==> src/rtl/router_sync_n_pkg.sv <==
// Shared defaults and helpers for the parametrised router synchroniser.
package router_pkg;

  localparam int ROUTER_NUM_CH  = 3;
  localparam int ROUTER_ADDR_W  = 2;
  localparam int ROUTER_TIMEOUT = 30;

  // The decoder handles at most 32 channels; callers truncate the result to NUM_CH.
  localparam int ROUTER_IDX_W = 5;
  localparam int ROUTER_OH_W  = 32;

  function automatic logic [ROUTER_OH_W-1:0] onehot(input logic [ROUTER_IDX_W-1:0] idx);
    return ROUTER_OH_W'(1) << idx;
  endfunction

endpackage

==> src/rtl/router_sync_n_if.sv <==
// FSM/FIFO-facing bus of router_sync_n; addr_err is present only with ROUTER_SYNC_ADDR_ERR_EN.
interface router_sync_n_if
  import router_pkg::*;
#(
  parameter int NUM_CH = ROUTER_NUM_CH,
  parameter int ADDR_W = ROUTER_ADDR_W
);

  logic              detect_add;
  logic [ADDR_W-1:0] addr;
  logic              write_enb_reg;
  logic [NUM_CH-1:0] read_enb;
  logic [NUM_CH-1:0] empty;
  logic [NUM_CH-1:0] full;
  logic [NUM_CH-1:0] write_enb;
  logic              fifo_full;
  logic [NUM_CH-1:0] vld_out;
  logic [NUM_CH-1:0] soft_reset;
`ifdef ROUTER_SYNC_ADDR_ERR_EN
  logic              addr_err;
`endif

  modport master (
    output detect_add, addr, write_enb_reg, read_enb, empty, full,
    input  write_enb, fifo_full, vld_out, soft_reset
`ifdef ROUTER_SYNC_ADDR_ERR_EN
    , input addr_err
`endif
  );

  modport slave (
    input  detect_add, addr, write_enb_reg, read_enb, empty, full,
    output write_enb, fifo_full, vld_out, soft_reset
`ifdef ROUTER_SYNC_ADDR_ERR_EN
    , output addr_err
`endif
  );

endinterface

==> src/rtl/router_sync_n_timer.sv <==
// One channel's stall counter: pulses soft_reset for one cycle after TIMEOUT stalled edges, registered.
module router_sync_timer #(
  parameter int TIMEOUT = 30
) (
  input  logic clock,
  input  logic resetn,
  input  logic stall,
  output logic soft_reset
);

  localparam int CNT_W = $clog2(TIMEOUT + 1);

  logic [CNT_W-1:0] cnt_q, cnt_d;
  logic             soft_reset_q, soft_reset_d;

  always_comb begin
    cnt_d        = '0;
    soft_reset_d = 1'b0;
    if (stall) begin
      // Wrapping to zero on the pulse makes a continued stall time out again TIMEOUT cycles later.
      if (cnt_q == CNT_W'(TIMEOUT - 1)) begin
        soft_reset_d = 1'b1;
      end else begin
        cnt_d = cnt_q + CNT_W'(1);
      end
    end
  end

  always_ff @(posedge clock or negedge resetn) begin
    if (!resetn) begin
      cnt_q        <= '0;
      soft_reset_q <= 1'b0;
    end else begin
      cnt_q        <= cnt_d;
      soft_reset_q <= soft_reset_d;
    end
  end

  assign soft_reset = soft_reset_q;

endmodule

==> src/rtl/router_sync_n.sv <==
// Router synchroniser: zero-latency address decode/full select/valids, registered per-channel timeout pulses.
// No backpressure of its own; ROUTER_SYNC_ADDR_ERR_EN adds a sticky out-of-range address flag.
module router_sync_n
  import router_pkg::*;
#(
  parameter int NUM_CH  = ROUTER_NUM_CH,
  parameter int ADDR_W  = ROUTER_ADDR_W,
  parameter int TIMEOUT = ROUTER_TIMEOUT
) (
  input logic            clock,
  input logic            resetn,
  router_sync_n_if.slave bus
);

  localparam logic [ADDR_W:0] NUM_CH_W = (ADDR_W + 1)'(NUM_CH);

  logic [ADDR_W-1:0] addr_q, addr_d;
  logic [ADDR_W-1:0] sel;
  logic              sel_ok;
  logic [NUM_CH-1:0] sel_oh;
  logic [NUM_CH-1:0] stall;
  logic [NUM_CH-1:0] pulse;

  // A header address in the current cycle overrides the captured one so the header itself is routed.
  always_comb begin
    sel    = bus.detect_add ? bus.addr : addr_q;
    sel_ok = ({1'b0, sel} < NUM_CH_W);
    sel_oh = NUM_CH'(onehot(ROUTER_IDX_W'(sel)));
    addr_d = sel;
  end

  always_ff @(posedge clock or negedge resetn) begin
    if (!resetn) begin
      addr_q <= '0;
    end else begin
      addr_q <= addr_d;
    end
  end

  assign bus.write_enb = (bus.write_enb_reg && sel_ok) ? sel_oh : '0;
  assign bus.fifo_full = sel_ok && |(bus.full & sel_oh);
  assign bus.vld_out   = ~bus.empty;
  assign stall         = ~bus.empty & ~bus.read_enb;

  for (genvar i = 0; i < NUM_CH; i++) begin : g_ch
    router_sync_timer #(
      .TIMEOUT (TIMEOUT)
    ) u_timer (
      .clock      (clock),
      .resetn     (resetn),
      .stall      (stall[i]),
      .soft_reset (pulse[i])
    );
  end

  assign bus.soft_reset = pulse;

`ifdef ROUTER_SYNC_ADDR_ERR_EN
  logic addr_err_q, addr_err_d;

  always_comb begin
    addr_err_d = bus.detect_add ? !sel_ok : addr_err_q;
  end

  always_ff @(posedge clock or negedge resetn) begin
    if (!resetn) begin
      addr_err_q <= 1'b0;
    end else begin
      addr_err_q <= addr_err_d;
    end
  end

  assign bus.addr_err = addr_err_q;
`endif

endmodule

==> src/flat_wrapper.sv <==
// flat-port wrapper written by rule: the top's interface ports become plain ports
module router_sync_n_flat import router_pkg::*;
#(
  parameter int NUM_CH  = ROUTER_NUM_CH,
  parameter int ADDR_W  = ROUTER_ADDR_W,
  parameter int TIMEOUT = ROUTER_TIMEOUT
)
  (clock, resetn, bus_detect_add, bus_addr, bus_write_enb_reg, bus_read_enb, bus_empty, bus_full, bus_write_enb, bus_fifo_full, bus_vld_out, bus_soft_reset);
  router_sync_n_if #(.NUM_CH(NUM_CH), .ADDR_W(ADDR_W)) bus_i ();
  input logic clock;
  input logic resetn;
  input wire logic [$bits(bus_i.detect_add)-1:0] bus_detect_add;
  input wire logic [$bits(bus_i.addr)-1:0] bus_addr;
  input wire logic [$bits(bus_i.write_enb_reg)-1:0] bus_write_enb_reg;
  input wire logic [$bits(bus_i.read_enb)-1:0] bus_read_enb;
  input wire logic [$bits(bus_i.empty)-1:0] bus_empty;
  input wire logic [$bits(bus_i.full)-1:0] bus_full;
  output wire logic [$bits(bus_i.write_enb)-1:0] bus_write_enb;
  output wire logic [$bits(bus_i.fifo_full)-1:0] bus_fifo_full;
  output wire logic [$bits(bus_i.vld_out)-1:0] bus_vld_out;
  output wire logic [$bits(bus_i.soft_reset)-1:0] bus_soft_reset;
  assign bus_i.detect_add = bus_detect_add;
  assign bus_i.addr = bus_addr;
  assign bus_i.write_enb_reg = bus_write_enb_reg;
  assign bus_i.read_enb = bus_read_enb;
  assign bus_i.empty = bus_empty;
  assign bus_i.full = bus_full;
  assign bus_write_enb = bus_i.write_enb;
  assign bus_fifo_full = bus_i.fifo_full;
  assign bus_vld_out = bus_i.vld_out;
  assign bus_soft_reset = bus_i.soft_reset;
  router_sync_n #(.NUM_CH(NUM_CH), .ADDR_W(ADDR_W), .TIMEOUT(TIMEOUT)) u_core (.clock(clock), .resetn(resetn), .bus(bus_i));
endmodule
==> config.mk <==
export PLATFORM = sky130hd
export DESIGN_NAME = router_sync_n_flat
export DESIGN_NICKNAME = d
export VERILOG_FILES = /design/src/rtl/router_sync_n_pkg.sv /design/src/rtl/router_sync_n_if.sv /design/src/rtl/router_sync_n_timer.sv /design/src/rtl/router_sync_n.sv /design/src/flat_wrapper.sv
export SDC_FILE = /design/constraint.sdc
export NUM_CORES = 1
export LEC_CHECK = 0
export BUFFER_PORTS_ARGS = -buffer_cell sky130_fd_sc_hd__buf_2
export CORE_MARGIN = 3
export CORE_UTILIZATION = 45
export DETAILED_ROUTE_END_ITERATION = 6
export GPL_ROUTABILITY_DRIVEN = 0
export PLACE_DENSITY = 0.73
export SLEW_MARGIN = 20
export SYNTH_ARGS = -nofsm -noshare
export SYNTH_HDL_FRONTEND = slang
export SYNTH_SLANG_ARGS = --single-unit
==> constraint.sdc <==
create_clock -name clock -period 1 [get_ports clock]
set_input_delay 0.05 -clock clock [delete_from_list [all_inputs] [get_ports clock]]
set_output_delay 0.05 -clock clock [all_outputs]
set_load 0.03 [all_outputs]
==> results.sh, run 1 <==
export IMPL_timing_final_crit_period_ps=1520
export IMPL_met2_length_um=975
export IMPL_synthToLayoutAreaGrowth_pct=47.3
export IMPL_grt_setup_unrepaired="true"
export IMPL_die_w_um=51.1
export IMPL_synth_top_area_cell="dfrtp_1"
export IMPL_cts_sinks=20
export IMPL_stdcell_area_mm2=0.00135
export IMPL_ir_drop_v=0.000884
export IMPL_wl_mm=1.85
export IMPL_p_per_area_mw_per_mm2=1200
export IMPL_placed_area_mm2=0.00110
export IMPL_fmax_mhz=660
export IMPL_skew_ps=3.23
export IMPL_timing_rr_start="u_core.g_ch[1].u_timer.cnt_q[1]$_DFF_PN0_"
export IMPL_synth_top_family_by_area="simple AND/OR/NAND/NOR gates"
export IMPL_slew_headroom_pct=71.1
export IMPL_status="finished, violations left"
export IMPL_synthTopCellsByArea="dfrtp_1, ha_1, nor2_1"
export IMPL_grt_use_total_pct=16.3
export IMPL_synth_compound_area_share_pct=0.958
export IMPL_reg2reg_slack_ps=-110
export IMPL_fin_setup_tns_ps=-2850
export IMPL_worstSetupPathType="flip-flop to primary output"
export IMPL_drt_iter0_drc=2
export IMPL_p_total_mw=1.62
export IMPL_ant_nets=0
export IMPL_clk_path_buf_depth=2
export IMPL_arrival_ps=1470
export IMPL_hp_class="input port to flip-flop"
export IMPL_grt_pass1_wl_mm=3.03
export IMPL_ios=25
export IMPL_grt_pass1_vias=735
export IMPL_endpoint_kind="primary output"
export IMPL_finalHoldWorstSlack_ps=72.3
export IMPL_antenna_found_initial=0
export IMPL_drt_first_pass_iters=3
export IMPL_fin_cells=149
export IMPL_mappedNetlistArea_um2=915
export IMPL_highest_layer="met4"
export IMPL_antenna_cells=0
export IMPL_port_buffers=24
export IMPL_dieArea_mm2=0.00261
export IMPL_crit_required_ps=950
export IMPL_synth_fp_nets=108
export IMPL_syn_avg_cell_area_um2=10.5
export IMPL_cts_tree="built"
export IMPL_clock_latency_ps=300
export IMPL_leakagePower_nw=0.626
export IMPL_yosysSeqAreaShare_pct=54.7
export IMPL_rows=15
export IMPL_core_mm2=0.00182
export IMPL_tightestPinTransition_ps=433
export IMPL_cpPeakStageDelay_ps=380
export IMPL_setup_slack_ps=-516
export IMPL_synthSimpleGateAreaFrac_pct=18.3
export IMPL_drv_cap=0
export IMPL_synth_top_area_share_pct=54.7
export IMPL_r2r_end="u_core.g_ch[1].u_timer.cnt_q[4]$_DFF_PN0_"
export IMPL_vias_per_cell=4.72
export IMPL_met1Wirelength_um=758
export IMPL_synth_distinct_cells=16
export IMPL_vias=704
export IMPL_crit_fanout=3
export IMPL_routedWlPerCell_um=12.4
export IMPL_final_nets=146
export IMPL_crit_chain="mux2_4 -> mux2i_4 -> o2bb2ai_4 -> buf_6"
export IMPL_initial_core_util_pct=50.2
export IMPL_grt_max_degree=21
export IMPL_cts_buffers=3
export IMPL_routed_wl_met3_um=75
export IMPL_synth_mux_area_share_pct=3.83
export IMPL_worstRegToRegCells=5
export IMPL_syn_inst=87
export IMPL_clkTransAtPathRegs_ps=110
export IMPL_htreeDepth=1
export IMPL_place_hpwl_mm=1.17
export IMPL_violations="negative setup slack"
export IMPL_drc_errors=0
export IMPL_critPathLaunch="u_core.addr_q[1]$_DFF_PN0_"
export IMPL_finalHoldViolations=0
export IMPL_ys_ff_latch=20
export IMPL_setup_worst_path_end="bus_fifo_full"
export IMPL_cp_slowest_cell="dfrtp_1"
export IMPL_drive_gt1_share_pct=49.2
export IMPL_synth_fa_ha_area_share_pct=8.21
export IMPL_grt_overflow=0
export IMPL_cp_start_kind="flip-flop"
export IMPL_root_buffer="clkbuf_4"
export IMPL_yosys_warnings=0
export IMPL_period_share_pct=152
export IMPL_setup_viol=19
export IMPL_placed_cells=137
export IMPL_die_h_um=51.1
export IMPL_maxSlewViolCount=0
export IMPL_synthXorXnorAreaFrac_pct=8.62
## layout make-up
type,count,area [um^2]
sequential,20,500
multi-input combinational,57,488
fill,126,473
timing repair buffer,36,265
clock buffer,4,36.3
tap,25,31.3
inverter,7,26.3
## worst min-delay path by stage
stage / startpoint / endpoint / slack (ps) / cells past startpoint
detailed placement: resetn / u_core.g_ch[0].u_timer.cnt_q[2]$_DFF_PN0_ / 20 / 1
CTS: bus_empty[1] / u_core.g_ch[1].u_timer.cnt_q[1]$_DFF_PN0_ / 70 / 4
global placement: resetn / u_core.g_ch[2].u_timer.soft_reset$_DFF_PN0_ / 20 / 1
finish: bus_empty[1] / u_core.g_ch[1].u_timer.cnt_q[2]$_DFF_PN0_ / 70 / 4
global route: bus_empty[1] / u_core.g_ch[1].u_timer.cnt_q[2]$_DFF_PN0_ / 90 / 4
floorplan: resetn / u_core.addr_q[0]$_DFF_PN0_ / -250 / 0
## layer usage
metal  vias to the layer above  GRT usage (%)
met3                         4           6.12
met1                       333           18.2
met4                         0           10.3
li1                        353              -
met5                         -              0
met2                        14           26.0
## worst max-delay path, delay by kind of cell (launching register included)
kind,cells,cell delay (ps)
AO/OA/AOI/OAI,1,120
buffers and inverters,1,140
flip-flops,1,380
multiplexers,2,520
## cell families after synthesis
| group | count (synthesis) |
|---|---|
| simple gates | 38 |
| flops | 20 |
| buf+inv | 10 |
| xor+xnor | 9 |
| fa+ha+maj | 6 |
| mux | 3 |
| compound gates | 1 |
## cell usage after synthesis
master,instances
nor2_1,20
o2bb2ai_1,1
nor3_1,3
buf_4,3
dfrtp_1,20
xnor2_1,3
mux2_4,1
xor2_1,6
nand3_1,6
and3_2,1
ha_1,6
inv_1,7
nand2_1,4
mux2i_1,2
nand4_1,3
and2_1,1
## layout by cell type (no fill, tap or decap), drive strengths merged
cell type and instances:
xor2 6, o2bb2ai 1, inv 7, nand3 6, and2 1, dfrtp 20
ha 6, xnor2 3, nor2 20, nor3 3, mux2i 2, mux2 1
clkbuf 4, nand2 4, and3 1, buf 29, dlygate4sd3 7, nand4 3
## repair_timing
| item | 4_1_cts | 5_1_grt |
|---|---|---|
| buffers inserted | 0 | 1 |
| gates resized for setup | 23 | 19 |
| cloned | 0 | 0 |
| pin swaps | 10 | 9 |
| setup endpoints to repair | 19 | 25 |
| hold buffers | 7 | 0 |
| endpoints found under the hold margin | 23 | 0 |
## where the power goes
| part | switching (mW) | internal [mW] |
|---|---|---|
| clock network | 0.238 | 0.222 |
| logic | 0.165 | 0.150 |
| registers | 0.0146 | 0.828 |
## registers in the layout, summed over array words and instances, names as in the netlist
name,count
u_core.g_ch.u_timer.cnt_q,15
u_core.g_ch.u_timer.soft_reset,3
u_core.addr_q,2
## per-stage QoR
stage,util [%],setup WS (ps)
after floorplan,-,-103
after global placement,60.3,-225
after detailed placement,60.3,-255
after CTS,70.2,-512
after global routing,74.0,-579
final,74.0,-516
No activity file was read; power rests on OpenSTA's default activity.
==> run 2: changes to the inputs <==
--- a/config.mk
+++ b/config.mk
@@ -5,12 +5,12 @@
 export SDC_FILE = /design/constraint.sdc
 export NUM_CORES = 1
 export LEC_CHECK = 0
-export BUFFER_PORTS_ARGS = -buffer_cell sky130_fd_sc_hd__buf_2
 export CORE_MARGIN = 3
-export CORE_UTILIZATION = 45
+export CORE_UTILIZATION = 51
 export DETAILED_ROUTE_END_ITERATION = 6
+export DONT_BUFFER_PORTS = 1
 export GPL_ROUTABILITY_DRIVEN = 0
-export PLACE_DENSITY = 0.73
+export PLACE_DENSITY = 0.69
 export SLEW_MARGIN = 20
 export SYNTH_ARGS = -nofsm -noshare
 export SYNTH_HDL_FRONTEND = slang
==> results.sh, run 2 (synthesis gave the netlist of run 1 again) <==
export IMPL_core_mm2=0.00159
export IMPL_root_buffer="clkbuf_4"
export IMPL_p_total_mw=1.71
export IMPL_grt_max_degree=21
export IMPL_grt_use_total_pct=15.2
export IMPL_fmax_mhz=695
export IMPL_final_common_cell="dfrtp_1"
export IMPL_hold_buffers=7
export IMPL_ir_drop_v=0.00156
export IMPL_fill_cells=107
export IMPL_dieArea_mm2=0.00234
export IMPL_top_register="u_core.g_ch.u_timer.cnt_q"
export IMPL_rows=14
export IMPL_crit_required_ps=950
export IMPL_antenna_cells=0
export IMPL_die_h_um=48.4
export IMPL_cp_start_kind="flip-flop"
export IMPL_antenna_found_initial=0
export IMPL_grt_setup_unrepaired="true"
export IMPL_endpoint_kind="primary output"
export IMPL_final_util_pct=73.6
export IMPL_fin_cells=124
export IMPL_crit_fanout=3
export IMPL_grt_pass1_vias=646
export IMPL_initial_core_util_pct=57.4
export IMPL_port_buffers=0
export IMPL_violations="negative hold slack, negative setup slack"
export IMPL_ios=25
export IMPL_period_share_pct=144
export IMPL_setup_slack_ps=-438
export IMPL_worstSetupPathType="flip-flop to primary output"
export IMPL_clkTransAtPathRegs_ps=120
export IMPL_htreeDepth=1
export IMPL_p_per_area_mw_per_mm2=1460
export IMPL_ant_nets=0
export IMPL_pre_cts_ws_ps=-139
export IMPL_drt_first_pass_iters=4
export IMPL_vias=609
export IMPL_ff_latch_area_um2=500
export IMPL_arrival_ps=1390
export IMPL_finalHoldViolations=1
export IMPL_hp_class="input port to flip-flop"
export IMPL_skew_ps=11.1
export IMPL_drt_iter0_drc=6
export IMPL_drv_cap=0
export IMPL_multi_input_area_um2=453
export IMPL_setup_viol=20
export IMPL_tightestPinTransition_ps=878
export IMPL_leakagePower_nw=0.531
export IMPL_cts_tree="built"
export IMPL_slew_headroom_pct=41.3
export IMPL_vias_per_cell=4.91
export IMPL_drc_errors=0
export IMPL_maxSlewViolCount=0
export IMPL_grt_pass1_wl_mm=2.79
export IMPL_routedWlPerCell_um=13.2
export IMPL_wl_mm=1.64
export IMPL_cts_buffers=3
export IMPL_synthToLayoutAreaGrowth_pct=28.3
export IMPL_grt_overflow=0
export IMPL_place_hpwl_mm=1.09
export IMPL_final_nets=122
export IMPL_clk_path_buf_depth=2
export IMPL_final_cell_mix="dfrtp_1, nor2_1, inv_1, dlygate4sd3_1"
export IMPL_timing_final_crit_period_ps=1440
export IMPL_status="finished, violations left"
export IMPL_finalHoldWorstSlack_ps=-14.2
export IMPL_clock_latency_ps=310
export IMPL_placed_cells=113
export IMPL_postCtsSetupBuffers=0
export IMPL_cts_sinks=20
export IMPL_largest_reg_flops=15
export IMPL_drive_gt1_share_pct=29.0
export IMPL_die_w_um=48.4
-- run 2: worst max-delay path: stages (launching register included) --
cell and delay (ps):
dfrtp_1 380, mux2_4 300, mux2i_2 170, o2bb2ai_4 230
-- run 2: worst paths after layout --
check                           slack (ps)                                           to                                       from  cells past startpoint
min in group asynchronous              290  u_core.g_ch[0].u_timer.soft_reset$_DFF_PN0_                                     resetn                      1
worst min register to register         510    u_core.g_ch[1].u_timer.cnt_q[0]$_DFF_PN0_  u_core.g_ch[1].u_timer.cnt_q[0]$_DFF_PN0_                      1
worst max-delay path                  -440                                bus_fifo_full                 u_core.addr_q[1]$_DFF_PN0_                      3
worst max register to register        -130  u_core.g_ch[1].u_timer.soft_reset$_DFF_PN0_  u_core.g_ch[1].u_timer.cnt_q[1]$_DFF_PN0_                      5
max in group asynchronous              160  u_core.g_ch[1].u_timer.soft_reset$_DFF_PN0_                                     resetn                      1
worst min-delay path                   -10                   u_core.addr_q[0]$_DFF_PN0_                                bus_addr[0]                      2
-- run 2: cell type report --
type | instances | share of cell area [%]
Timing Repair Buffer | 12 | 9.49
Tap cell | 24 | 2.56
Clock buffer | 3 | 1.92
Inverter | 7 | 2.24
Clock inverter | 1 | 2.56
Sequential cell | 20 | 42.6
Multi-Input combinational cell | 57 | 38.6
-- run 2: power breakdown --
group          leakage (nW)  internal, mW  switching (mW)
sequential            0.272         0.828          0.0134
combinational         0.231        0.0858           0.128
clock                0.0279         0.405           0.251
total                 0.531          1.32           0.393
-- run 2: layer usage --
layer / GRT usage (%) / up-vias / share of wire, %
met5: 0 / - / 0
li1: - / 299 / -
met1: 17.6 / 295 / 40
met3: 5.21 / 2 / 4.3
met2: 27.3 / 13 / 54
met4: 2.84 / 0 / 0.73
-- run 2: stage by stage --
step / cell area (um^2) / setup TNS [ps]
floorplan: 938 / -280
global placement: 983 / -884
detailed placement: 983 / -1320
CTS: 1140 / -2430
global route: 1170 / -4330
finish: 1170 / -2690
-- run 2: timing repair --
item | in CTS | in global routing
pin swaps | 2 | 3
resized for setup | 10 | 8
hold endpoints to repair | 39 | 1
gates cloned | 0 | 0
endpoints found under the setup margin | 20 | 22
==> run 3: changes to the inputs <==
--- a/config.mk
+++ b/config.mk
@@ -14,4 +14,5 @@
 export SLEW_MARGIN = 20
 export SYNTH_ARGS = -nofsm -noshare
 export SYNTH_HDL_FRONTEND = slang
+export SYNTH_HIERARCHICAL = 1
 export SYNTH_SLANG_ARGS = --single-unit
==> results.sh, run 3 <==
export IMPL_status="finished, violations left"
export IMPL_violations="negative hold slack, negative setup slack"
export IMPL_fmax_mhz=699
export IMPL_die_w_um=49.2
export IMPL_clk_path_buf_depth=2
export IMPL_slew_headroom_pct=41.0
export IMPL_fin_cells=136
export IMPL_clkTransAtPathRegs_ps=110
export IMPL_drv_cap=0
export IMPL_cts_buffers=3
export IMPL_ios=25
export IMPL_routed_wl_met3_um=62
export IMPL_drc_errors=0
export IMPL_met1Wirelength_um=773
export IMPL_synth_fp_nets=111
export IMPL_synth_distinct_cells=19
export IMPL_synthSimpleGateAreaFrac_pct=21.6
export IMPL_final_nets=134
export IMPL_die_h_um=49.2
export IMPL_place_hpwl_mm=1.14
export IMPL_syn_inst=90
export IMPL_synth_top_area_share_pct=52.6
export IMPL_syn_avg_cell_area_um2=10.6
export IMPL_htreeDepth=1
export IMPL_ir_drop_v=0.00146
export IMPL_met2_length_mm=1.07
export IMPL_ys_ff_latch=20
export IMPL_postSynth_asyncResetShare_pct=100
export IMPL_synthToLayoutAreaGrowth_pct=35.1
export IMPL_synth_edff_count=0
export IMPL_wl_mm=1.93
export IMPL_drt_first_pass_iters=3
export IMPL_grt_use_total_pct=16.6
export IMPL_crit_fanout=3
export IMPL_largest_reg_flops=15
export IMPL_leakagePower_nw=0.550
export IMPL_grt_pass1_wl_mm=3.12
export IMPL_period_share_pct=143
export IMPL_synthTopCellsByArea="dfrtp_1, ha_1, nor2_1"
export IMPL_final_util_pct=79.0
export IMPL_hold_buffers=7
export IMPL_fin_setup_tns_ps=-3140
export IMPL_hp_class="input port to flip-flop"
export IMPL_final_cell_mix="dfrtp_1, nor2_1, inv_1, buf_4, nor2_2"
export IMPL_cts_tree="built"
export IMPL_grt_pass1_vias=705
export IMPL_initial_core_util_pct=58.4
export IMPL_timing_final_crit_period_ps=1430
export IMPL_antenna_cells=0
export IMPL_routedWlPerCell_um=14.2
export IMPL_tightestPinTransition_ps=882
export IMPL_worstSetupPathType="flip-flop to primary output"
export IMPL_fill_cells=103
export IMPL_yosys_warnings=6
export IMPL_setup_slack_ps=-432
export IMPL_maxSlewViolCount=0
export IMPL_finalHoldViolations=1
export IMPL_grt_max_degree=21
export IMPL_drt_iter0_drc=3
export IMPL_synthXorXnorAreaFrac_pct=5.52
export IMPL_rows=14
export IMPL_synth_fa_ha_area_share_pct=7.88
export IMPL_cts_sinks=20
export IMPL_synth_most_common_cell="dfrtp_1"
export IMPL_top_register="u_core/g_ch.u_timer/cnt_q"
export IMPL_drive_gt1_share_pct=41.1
export IMPL_synth_commonest_cells="dfrtp_1, nor2_1, inv_1"
export IMPL_core_mm2=0.00163
export IMPL_endpoint_kind="primary output"
export IMPL_p_total_mw=1.74
export IMPL_clock_latency_ps=300
export IMPL_antenna_found_initial=0
export IMPL_dieArea_mm2=0.00242
export IMPL_root_buffer="clkbuf_4"
export IMPL_crit_required_ps=950
export IMPL_placed_cells=122
export IMPL_final_common_cell="dfrtp_1"
export IMPL_synth_ff_type="dfrtp_1"
export IMPL_grt_overflow=0
export IMPL_synth_mux_area_share_pct=3.68
export IMPL_port_buffers=0
export IMPL_synth_compound_area_share_pct=4.86
export IMPL_synth_top_area_cell="dfrtp_1"
export IMPL_arrival_ps=1380
export IMPL_multi_input_area_um2=509
export IMPL_vias=697
export IMPL_grt_setup_unrepaired="true"
export IMPL_synth_top_family_by_area="simple AND/OR/NAND/NOR gates"
export IMPL_mappedNetlistArea_um2=952
export IMPL_vias_per_cell=5.13
export IMPL_p_per_area_mw_per_mm2=1350
export IMPL_setup_viol=20
export IMPL_cp_start_kind="flip-flop"
export IMPL_ff_latch_area_um2=500
export IMPL_ant_nets=0
export IMPL_highest_layer="met4"
export IMPL_finalHoldWorstSlack_ps=-38.2
export IMPL_skew_ps=4.99
export IMPL_yosysSeqAreaShare_pct=52.6
==> run 3: metrics by stage <==
stage               setup slack, ps  instance area [um^2]
finish                         -432                  1290
global route                   -488                  1290
CTS                            -422                  1240
detailed placement             -139                  1080
global placement               -109                  1080
floorplan                      -103                   988
==> run 3: logic make-up after synthesis <==
kind of cell	count (synthesis)
AOI/OAI and AO/OA	7
muxes	3
xor gates and xnor gates	6
buffers and inverters	10
adders and majority gates	6
and+or+nand+nor	38
DFF	20
==> run 3: timing repair <==
item                       in CTS  in global routing
gates cloned                    0                  0
pin swaps                      18                  4
setup buffers                   2                  1
resized for setup               7                  9
hold endpoints to repair       39                  1
setup endpoints to repair      19                 22
==> run 3: layout make-up <==
class,count,area share [%]
multi-input cells,60,39.6
flip-flops and latches,20,38.9
repair buffers,18,12.2
inverters,10,2.92
clock inverters,1,2.33
well taps,24,2.33
clock buffers,3,1.75
==> run 3: power by group <==
| group | internal [mW] | switching, mW | leakage (nW) |
|---|---|---|---|
| sequential | 0.828 | 0.0149 | 0.272 |
| clock | 0.405 | 0.250 | 0.0279 |
| combinational | 0.102 | 0.137 | 0.250 |
==> run 3: path summary, 6_finish.rpt <==
check                                                           from  cells past startpoint                                     endpoint  slack [ps]
min in group asynchronous                                     resetn                      1  u_core/g_ch[1].u_timer/soft_reset$_DFF_PN0_         300
min reg2reg                u_core/g_ch[0].u_timer/cnt_q[0]$_DFF_PN0_                      1    u_core/g_ch[0].u_timer/cnt_q[0]$_DFF_PN0_         500
max                                       u_core/addr_q[0]$_DFF_PN0_                      3                                bus_fifo_full        -430
min                                                      bus_addr[1]                      2                   u_core/addr_q[1]$_DFF_PN0_         -40
max reg2reg                u_core/g_ch[2].u_timer/cnt_q[1]$_DFF_PN0_                      4    u_core/g_ch[2].u_timer/cnt_q[2]$_DFF_PN0_        -150
max in group asynchronous                                     resetn                      1    u_core/g_ch[2].u_timer/cnt_q[4]$_DFF_PN0_         160
==> run 3: worst max-delay path, stage by stage, from the launching register on <==
cell	delay [ps]
dfrtp_1	370
mux2_4	300
mux2i_2	180
o2bb2ai_4	230
==> run 3: metal layers <==
layer / global-route usage, % / vias to the layer above
met5: 0 / -
met4: 4.27 / 0
met3: 4.28 / 2
met2: 29.7 / 11
met1: 19.3 / 346
li1: - / 338
